[src/rtl/blk_motion.sv]
// blk_motion -- per-frame player-block physics engine.
//
// Moves the player block once per video frame:
//   - button-driven horizontal motion (clamped at the arena borders),
//   - gravity while falling,
//   - landing on and riding the scrolling platforms published by the renderer,
//   - death when crushed against the top border or when reaching the floor.
//
// Build option:
//   BLK_WRAP_X_EN  when defined, horizontal motion wraps around the arena
//                  instead of clamping at the borders.
//
// Ports:
//   clk, rst_n              clock, synchronous active-low reset
//   frame_tick              one-clk pulse per frame; the only time state moves
//   start                   begin / restart play (level)
//   btn_l, btn_r            move left / right
//   top1..top5     [9:0]    platform top y
//   leftgap1..3    [10:0]   gap start x
//   rightgap1..3   [10:0]   gap end x
//   blkpos_x       [10:0]   block left x (registered)
//   blkpos_y       [9:0]    block top y (registered)
//   game_over               high while dead
//   score          [7:0]    platforms landed on, saturating at 255
module blk_motion #(
  parameter int unsigned BLK_SIZE  = 32,
  parameter int unsigned XMIN      = 10,
  parameter int unsigned XMAX      = 1429,
  parameter int unsigned YMIN      = 10,
  parameter int unsigned YMAX      = 889,
  parameter int unsigned HSTEP     = 4,
  parameter int unsigned FALL_STEP = 4,
  parameter int unsigned X_START   = 700,
  parameter int unsigned Y_START   = 100
) (
  input  logic        clk,
  input  logic        rst_n,
  input  logic        frame_tick,
  input  logic        start,
  input  logic        btn_l,
  input  logic        btn_r,
  input  logic [9:0]  top1,
  input  logic [9:0]  top2,
  input  logic [9:0]  top3,
  input  logic [9:0]  top4,
  input  logic [9:0]  top5,
  input  logic [10:0] leftgap1,
  input  logic [10:0] leftgap2,
  input  logic [10:0] leftgap3,
  input  logic [10:0] rightgap1,
  input  logic [10:0] rightgap2,
  input  logic [10:0] rightgap3,
  output logic [10:0] blkpos_x,
  output logic [9:0]  blkpos_y,
  output logic        game_over,
  output logic [7:0]  score
);

  typedef enum logic [1:0] {IDLE, FALL, RIDE, DEAD} state_t;

  // All geometry is evaluated in 12 bits so sums never wrap.
  localparam logic [11:0] BLK12    = 12'(BLK_SIZE);
  localparam logic [11:0] HSTEP12  = 12'(HSTEP);
  localparam logic [11:0] FSTEP12  = 12'(FALL_STEP);
  localparam logic [11:0] X_LO     = 12'(XMIN + 1);
  localparam logic [11:0] X_HI     = 12'(XMAX - 1 - BLK_SIZE);
  localparam logic [11:0] YMIN12   = 12'(YMIN);
  localparam logic [11:0] YMAX12   = 12'(YMAX);
  localparam logic [11:0] CRUSH_TOP = 12'(YMIN + BLK_SIZE + 1);
  localparam logic [11:0] REST_OFF = 12'(BLK_SIZE + 1);
  localparam logic [10:0] X_SPAWN  = 11'(X_START);
  localparam logic [9:0]  Y_SPAWN  = 10'(Y_START);

  state_t      state_q, state_d;
  logic [10:0] x_q, x_d;
  logic [9:0]  y_q, y_d;
  logic [7:0]  score_q, score_d;
  logic        go_q, go_d;
  logic [2:0]  ride_q, ride_d;

  logic [11:0] top_w   [5];
  logic [11:0] lgap_w  [5];
  logic [11:0] rgap_w  [5];
  logic [11:0] x_mv;
  logic [4:0]  solid;
  logic [11:0] bottom;
  logic        found;
  logic [11:0] best_top;
  logic [2:0]  best_k;
  logic [11:0] ride_top;
  logic        ride_solid;
  logic [11:0] y_new;
  logic        crush;
  logic        moved;

  // Resting y above a platform top; clamps at 0 instead of underflowing.
  function automatic logic [11:0] rest_y(input logic [11:0] top);
    if (top < REST_OFF) return '0;
    return top - REST_OFF;
  endfunction

  // Platforms 1/4 share gap1, 2/5 share gap2, 3 uses gap3.
  always_comb begin
    top_w[0]  = {2'b00, top1};
    top_w[1]  = {2'b00, top2};
    top_w[2]  = {2'b00, top3};
    top_w[3]  = {2'b00, top4};
    top_w[4]  = {2'b00, top5};
    lgap_w[0] = {1'b0, leftgap1};
    lgap_w[1] = {1'b0, leftgap2};
    lgap_w[2] = {1'b0, leftgap3};
    lgap_w[3] = {1'b0, leftgap1};
    lgap_w[4] = {1'b0, leftgap2};
    rgap_w[0] = {1'b0, rightgap1};
    rgap_w[1] = {1'b0, rightgap2};
    rgap_w[2] = {1'b0, rightgap3};
    rgap_w[3] = {1'b0, rightgap1};
    rgap_w[4] = {1'b0, rightgap2};
  end

  // Candidate horizontal position for this frame.
  always_comb begin
    x_mv = {1'b0, x_q};
    if (btn_l && !btn_r) begin
      if (x_mv < X_LO + HSTEP12) begin
`ifdef BLK_WRAP_X_EN
        x_mv = X_HI;
`else
        x_mv = X_LO;
`endif
      end else begin
        x_mv = x_mv - HSTEP12;
      end
    end else if (btn_r && !btn_l) begin
      if (x_mv + HSTEP12 > X_HI) begin
`ifdef BLK_WRAP_X_EN
        x_mv = X_LO;
`else
        x_mv = X_HI;
`endif
      end else begin
        x_mv = x_mv + HSTEP12;
      end
    end
  end

  // Support and landing search, all against the new x.
  always_comb begin
    bottom     = {2'b00, y_q} + BLK12;
    solid      = '0;
    found      = 1'b0;
    best_top   = '0;
    best_k     = '0;
    ride_top   = '0;
    ride_solid = 1'b0;
    for (int unsigned k = 0; k < 5; k++) begin
      solid[k] = (x_mv < lgap_w[k]) || (x_mv + BLK12 > rgap_w[k]);
      // Strict < keeps the lowest index on equal tops.
      if (solid[k] && (top_w[k] > bottom) && (top_w[k] <= bottom + FSTEP12 + 12'd1) &&
          (!found || (top_w[k] < best_top))) begin
        found    = 1'b1;
        best_top = top_w[k];
        best_k   = 3'(k);
      end
      if (ride_q == 3'(k)) begin
        ride_top   = top_w[k];
        ride_solid = solid[k];
      end
    end
  end

  always_comb begin
    state_d = state_q;
    x_d     = x_q;
    y_d     = y_q;
    score_d = score_q;
    go_d    = go_q;
    ride_d  = ride_q;
    y_new   = {2'b00, y_q};
    crush   = 1'b0;
    moved   = 1'b0;

    if (frame_tick) begin
      unique case (state_q)
        IDLE: begin
          if (start) state_d = FALL;
        end
        DEAD: begin
          if (start) begin
            x_d     = X_SPAWN;
            y_d     = Y_SPAWN;
            score_d = '0;
            go_d    = 1'b0;
            state_d = FALL;
          end
        end
        FALL: begin
          moved = 1'b1;
          if (found) begin
            y_new   = rest_y(best_top);
            ride_d  = best_k;
            score_d = (score_q == 8'hFF) ? score_q : score_q + 8'd1;
            state_d = RIDE;
          end else begin
            y_new = y_new + FSTEP12;
          end
        end
        RIDE: begin
          moved = 1'b1;
          crush = (ride_top <= CRUSH_TOP);
          if (!ride_solid) state_d = FALL;
          else             y_new   = rest_y(ride_top);
        end
        default: state_d = IDLE;
      endcase
    end

    // Death checks see the y produced on this same tick.
    if (moved) begin
      x_d = x_mv[10:0];
      y_d = y_new[9:0];
      if ((y_new <= YMIN12) || crush || (y_new + BLK12 >= YMAX12)) begin
        state_d = DEAD;
        go_d    = 1'b1;
      end
    end
  end

  always_ff @(posedge clk) begin
    if (!rst_n) begin
      state_q <= IDLE;
      x_q     <= X_SPAWN;
      y_q     <= Y_SPAWN;
      score_q <= '0;
      go_q    <= 1'b0;
      ride_q  <= '0;
    end else begin
      state_q <= state_d;
      x_q     <= x_d;
      y_q     <= y_d;
      score_q <= score_d;
      go_q    <= go_d;
      ride_q  <= ride_d;
    end
  end

  assign blkpos_x  = x_q;
  assign blkpos_y  = y_q;
  assign game_over = go_q;
  assign score     = score_q;

endmodule

[config.mk]
export PLATFORM = sky130hd
export DESIGN_NAME = blk_motion
export DESIGN_NICKNAME = d
export VERILOG_FILES = /design/src/rtl/blk_motion.sv
export SDC_FILE = /design/constraint.sdc
export NUM_CORES = 1
export LEC_CHECK = 0
export ABC_AREA = 1
export CORE_MARGIN = 8
export CORE_UTILIZATION = 30
export CTS_BUF_LIST = sky130_fd_sc_hd__clkbuf_4 sky130_fd_sc_hd__clkbuf_8
export DETAILED_ROUTE_END_ITERATION = 12
export GPL_TIMING_DRIVEN = 0
export PLACE_DENSITY = 0.52
export SLEW_MARGIN = 5
export SYNTH_ARGS = -nofsm -noshare
export SYNTH_HDL_FRONTEND = slang
export SYNTH_SLANG_ARGS = --single-unit
[constraint.sdc]
create_clock -name clk -period 13.8 [get_ports clk]
set_input_delay 2.76 -clock clk [delete_from_list [all_inputs] [get_ports clk]]
set_output_delay 2.76 -clock clk [all_outputs]
set_load 0.05 [all_outputs]
==> flow_metrics.env <==
export IMPL_run_status="completed"
export IMPL_buffer_ports_inserted=150
export IMPL_initial_core_util=0.304
export IMPL_core_area_mm2=0.0305
export IMPL_cts_sink_count=35
export IMPL_routed_wirelength_um=38600
export IMPL_criticalPathCategory="in -> reg"
export IMPL_synth_area_mm2=0.00929
export IMPL_timing_final_setup_violations=0
export IMPL_power_density_mw_per_mm2=73.5
export IMPL_synth_nets=1822
export IMPL_leakagePower_nw=5.91
export IMPL_post_route_cells_drive_above_1_share=0.108
export IMPL_grt_max_degree=13
export IMPL_total_overflow_reported_by_the_global_router=0
export IMPL_design_portCount=152
export IMPL_holdCritPathClass="reg -> reg"
export IMPL_post_dp_cell_area_mm2=0.0113
export IMPL_startpoint="btn_l"
export IMPL_ir_drop_mv=0.0500
export IMPL_final_hold_vio_count=0
export IMPL_layout_filler_cells=3321
export IMPL_timing_slew_headroom=0.228
export IMPL_cts_root_buffer_cell="sky130_fd_sc_hd__clkbuf_8"
export IMPL_timing_hold_worst_start="game_over"
export IMPL_worst_setup_hold_path_clk_slew_ns=0.07
export IMPL_fmaxAchievable_mhz=75.7
export IMPL_htree_levels=2
export IMPL_remaining_number_of_nets_flagged_by_the_antenna_check_after_routing=0
export IMPL_crit_path_start_kind="input port"
export IMPL_place_detailed_hpwl_um=30400
export IMPL_timing_max_transition_violations_final=0
export IMPL_tritoncts="done"
export IMPL_number_of_synthesized_flops_with_an_enable_pin=0
export IMPL_via_per_inst=5.23
export IMPL_std_cell_rows=64
export IMPL_pre_cts_ws_ns=-2.65
export IMPL_critPathArrivalTime_ns=13.36
export IMPL_post_route_period_util=0.957
export IMPL_remaining_drc_errors=0
export IMPL_crit_path_max_incr_delay_ns=0.47
export IMPL_vias_in_the_first_global_route=9997
export IMPL_synth_warnings=0
export IMPL_via_count=10900
export IMPL_finalNetCount=2019
export IMPL_cpMaxStageDelayCell="sky130_fd_sc_hd__clkdlybuf4s50_1"
export IMPL_critPathCaptureType="flip-flop"
export IMPL_ys_seq_area_frac=0.0754
export IMPL_place_inst=2032
export IMPL_syn2layout_area_growth_pct=30.8
export IMPL_syn_inst=1485
export IMPL_final_critical_path_setup_slack_ns=0.593
export IMPL_yosys_register_bits=35
export IMPL_worstPathMaxFanout=8
export IMPL_worst_hold_slack_ns=0.486
export IMPL_crit_reg2reg_launch="blkpos_y[5]"
export IMPL_final_cell_area_mm2=0.0122
export IMPL_max_cap_violations=0
export IMPL_first_pass_grt_wire_length_um=56700
export IMPL_finalNonFillerCells=2079
export IMPL_synth_lib_cells_used_distinct=59
export IMPL_antenna_cells=0
export IMPL_place_gp_congestion=0.898
export IMPL_synth_main_ff_cell="sky130_fd_sc_hd__dfxtp_1"
export IMPL_postSynthAreaPerCell_um2=6.26
export IMPL_detail_route_first_pass_iterations=6
export IMPL_final_sum_of_negative_setup_slack_ns=0
export IMPL_cts_buf_count=5
export IMPL_fp_dieArea_mm2=0.0369
export IMPL_reg2reg_setup_slack_ns=1.81
export IMPL_aggregate_global_route_resource_usage=0.198
export IMPL_wire_per_inst_um=18.6
export IMPL_die_height_um=192
export IMPL_cts_path_max_buffers=2
export IMPL_detailedRoute_firstIterationViolations=759
export IMPL_critical_path_required_ns=13.95
export IMPL_clock_skew_ns=0.0116
export IMPL_die_x_um=192
export IMPL_worst_skew_pair_late_latency_ns=0.30
export IMPL_post_synth_arst_share=0
export IMPL_cell_occurring_most_often_along_the_worst_timing_path="sky130_fd_sc_hd__nand2_1"
export IMPL_final_period_minus_worst_setup_slack_ns=13.21
export IMPL_max_slew_worst_pin_slew_ns=1.13
export IMPL_grt_antenna_before_repair=0
[final timing paths]
| kind | end | depth (start not counted) |
|---|---|---|
| setup / recovery | state_q[0] | 86 |
| hold / removal | game_over | 2 |
| setup reg to reg | state_q[0] | 79 |
| hold reg to reg | game_over | 2 |
[critical path: cells and delay by family]
kind | cells | cell delay, ns
adders and majority gates | 7 | 1.74
and+or+nand+nor | 45 | 3.86
AOI/OAI and AO/OA | 20 | 2.84
buffers and inverters | 14 | 2.12
[final cells by class]
type	instances	area, um^2	area share
multi-input cells	1201	8030	0.661
repair buffers	189	1790	0.147
inverters	222	838	0.0690
flip-flops and latches	35	701	0.0577
well taps	396	495	0.0408
plain buffers	28	183	0.0150
clock buffers	5	68.8	0.00566
clock inverters	3	43.8	0.00360
[cells in the final DEF (no fill, tap or decap), types with 12 or more instances in the layout]
master,count
sky130_fd_sc_hd__o21ai_1,18
sky130_fd_sc_hd__clkbuf_1,16
sky130_fd_sc_hd__xor2_1,20
sky130_fd_sc_hd__ha_1,204
sky130_fd_sc_hd__inv_2,14
sky130_fd_sc_hd__inv_1,204
sky130_fd_sc_hd__a21oi_1,107
sky130_fd_sc_hd__a211oi_1,12
sky130_fd_sc_hd__o21ai_0,68
sky130_fd_sc_hd__nor2_1,92
sky130_fd_sc_hd__nand3_1,78
sky130_fd_sc_hd__nand4_1,24
sky130_fd_sc_hd__dfxtp_1,35
sky130_fd_sc_hd__nand2_2,31
sky130_fd_sc_hd__nand2_1,350
sky130_fd_sc_hd__clkdlybuf4s50_1,149
sky130_fd_sc_hd__a221oi_1,20
sky130_fd_sc_hd__nor3_1,25
sky130_fd_sc_hd__buf_4,36
[cells in the mapped netlist, drive strengths merged, types with 3 or more instances]
| library cell | n | area [um^2] |
|---|---|---|
| o22ai | 7 | 43.8 |
| buf | 6 | 47.5 |
| a21o | 3 | 22.5 |
| ha | 215 | 2690 |
| or2 | 5 | 31.3 |
| nor3 | 26 | 141 |
| dfxtp | 35 | 701 |
| nand3 | 83 | 443 |
| xnor2 | 4 | 35.0 |
| a211oi | 12 | 90.1 |
| o21bai | 8 | 63.8 |
| clkbuf | 22 | 82.6 |
| a221oi | 20 | 175 |
| a21oi | 117 | 597 |
| o21a | 9 | 67.6 |
| o221ai | 7 | 61.3 |
| nand3b | 6 | 48.8 |
| xor2 | 22 | 193 |
| nor4 | 10 | 62.6 |
| nand4 | 24 | 150 |
| a31oi | 3 | 18.8 |
| inv | 220 | 826 |
| o211ai | 8 | 60.1 |
| nor2 | 102 | 405 |
| nand2 | 388 | 1540 |
| o21ai | 100 | 508 |
[repair_timing]
item                       CTS  global route
setup buffers                5            30
setup endpoints to repair   16            13
pin swaps                    3            28
gates cloned                 0             4
hold buffers                 0             0
gates resized for setup     52            83
[kinds of logic (layout without fill, tap and decap cells)]
kind of cell,Yosys count,in the layout,synth area share
xor+xnor,26,26,0.0245
compound gates,310,310,0.199
fa+ha+maj,215,215,0.290
flops,35,35,0.0754
simple gates,649,650,0.308
buf+inv,250,447,0.104
[metrics by stage]
step,total power [mW],utilization
after CTS,0.825,0.380
after floorplan,0.521,-
after global routing,0.983,0.398
final,0.893,0.398
after detailed placement,0.712,0.370
after global placement,0.701,0.370
[sequential cells by signal, indices dropped and copies added (netlist names)]
register   cells
blkpos_x      11
blkpos_y      10
game_over      1
ride_q         3
score          8
state_q        2
[report_power, final]
| part | switching, mW | total [mW] | leakage [nW] | internal [mW] |
|---|---|---|---|---|
| clock network | 0.0413 | 0.0951 | 0.0581 | 0.0538 |
| logic | 0.412 | 0.684 | 5.56 | 0.272 |
| registers | 0.00876 | 0.114 | 0.284 | 0.105 |
| total | 0.463 | 0.893 | 5.91 | 0.430 |
[routing by layer]
layer,part of all wire,vias up,GRT usage
met2,0.44,408,0.326
met4,0.030,0,0.0539
met3,0.076,64,0.0221
met5,0,-,0
li1,-,5458,-
met1,0.45,4934,0.269
Note: power is estimated with default switching activity, not from simulation.
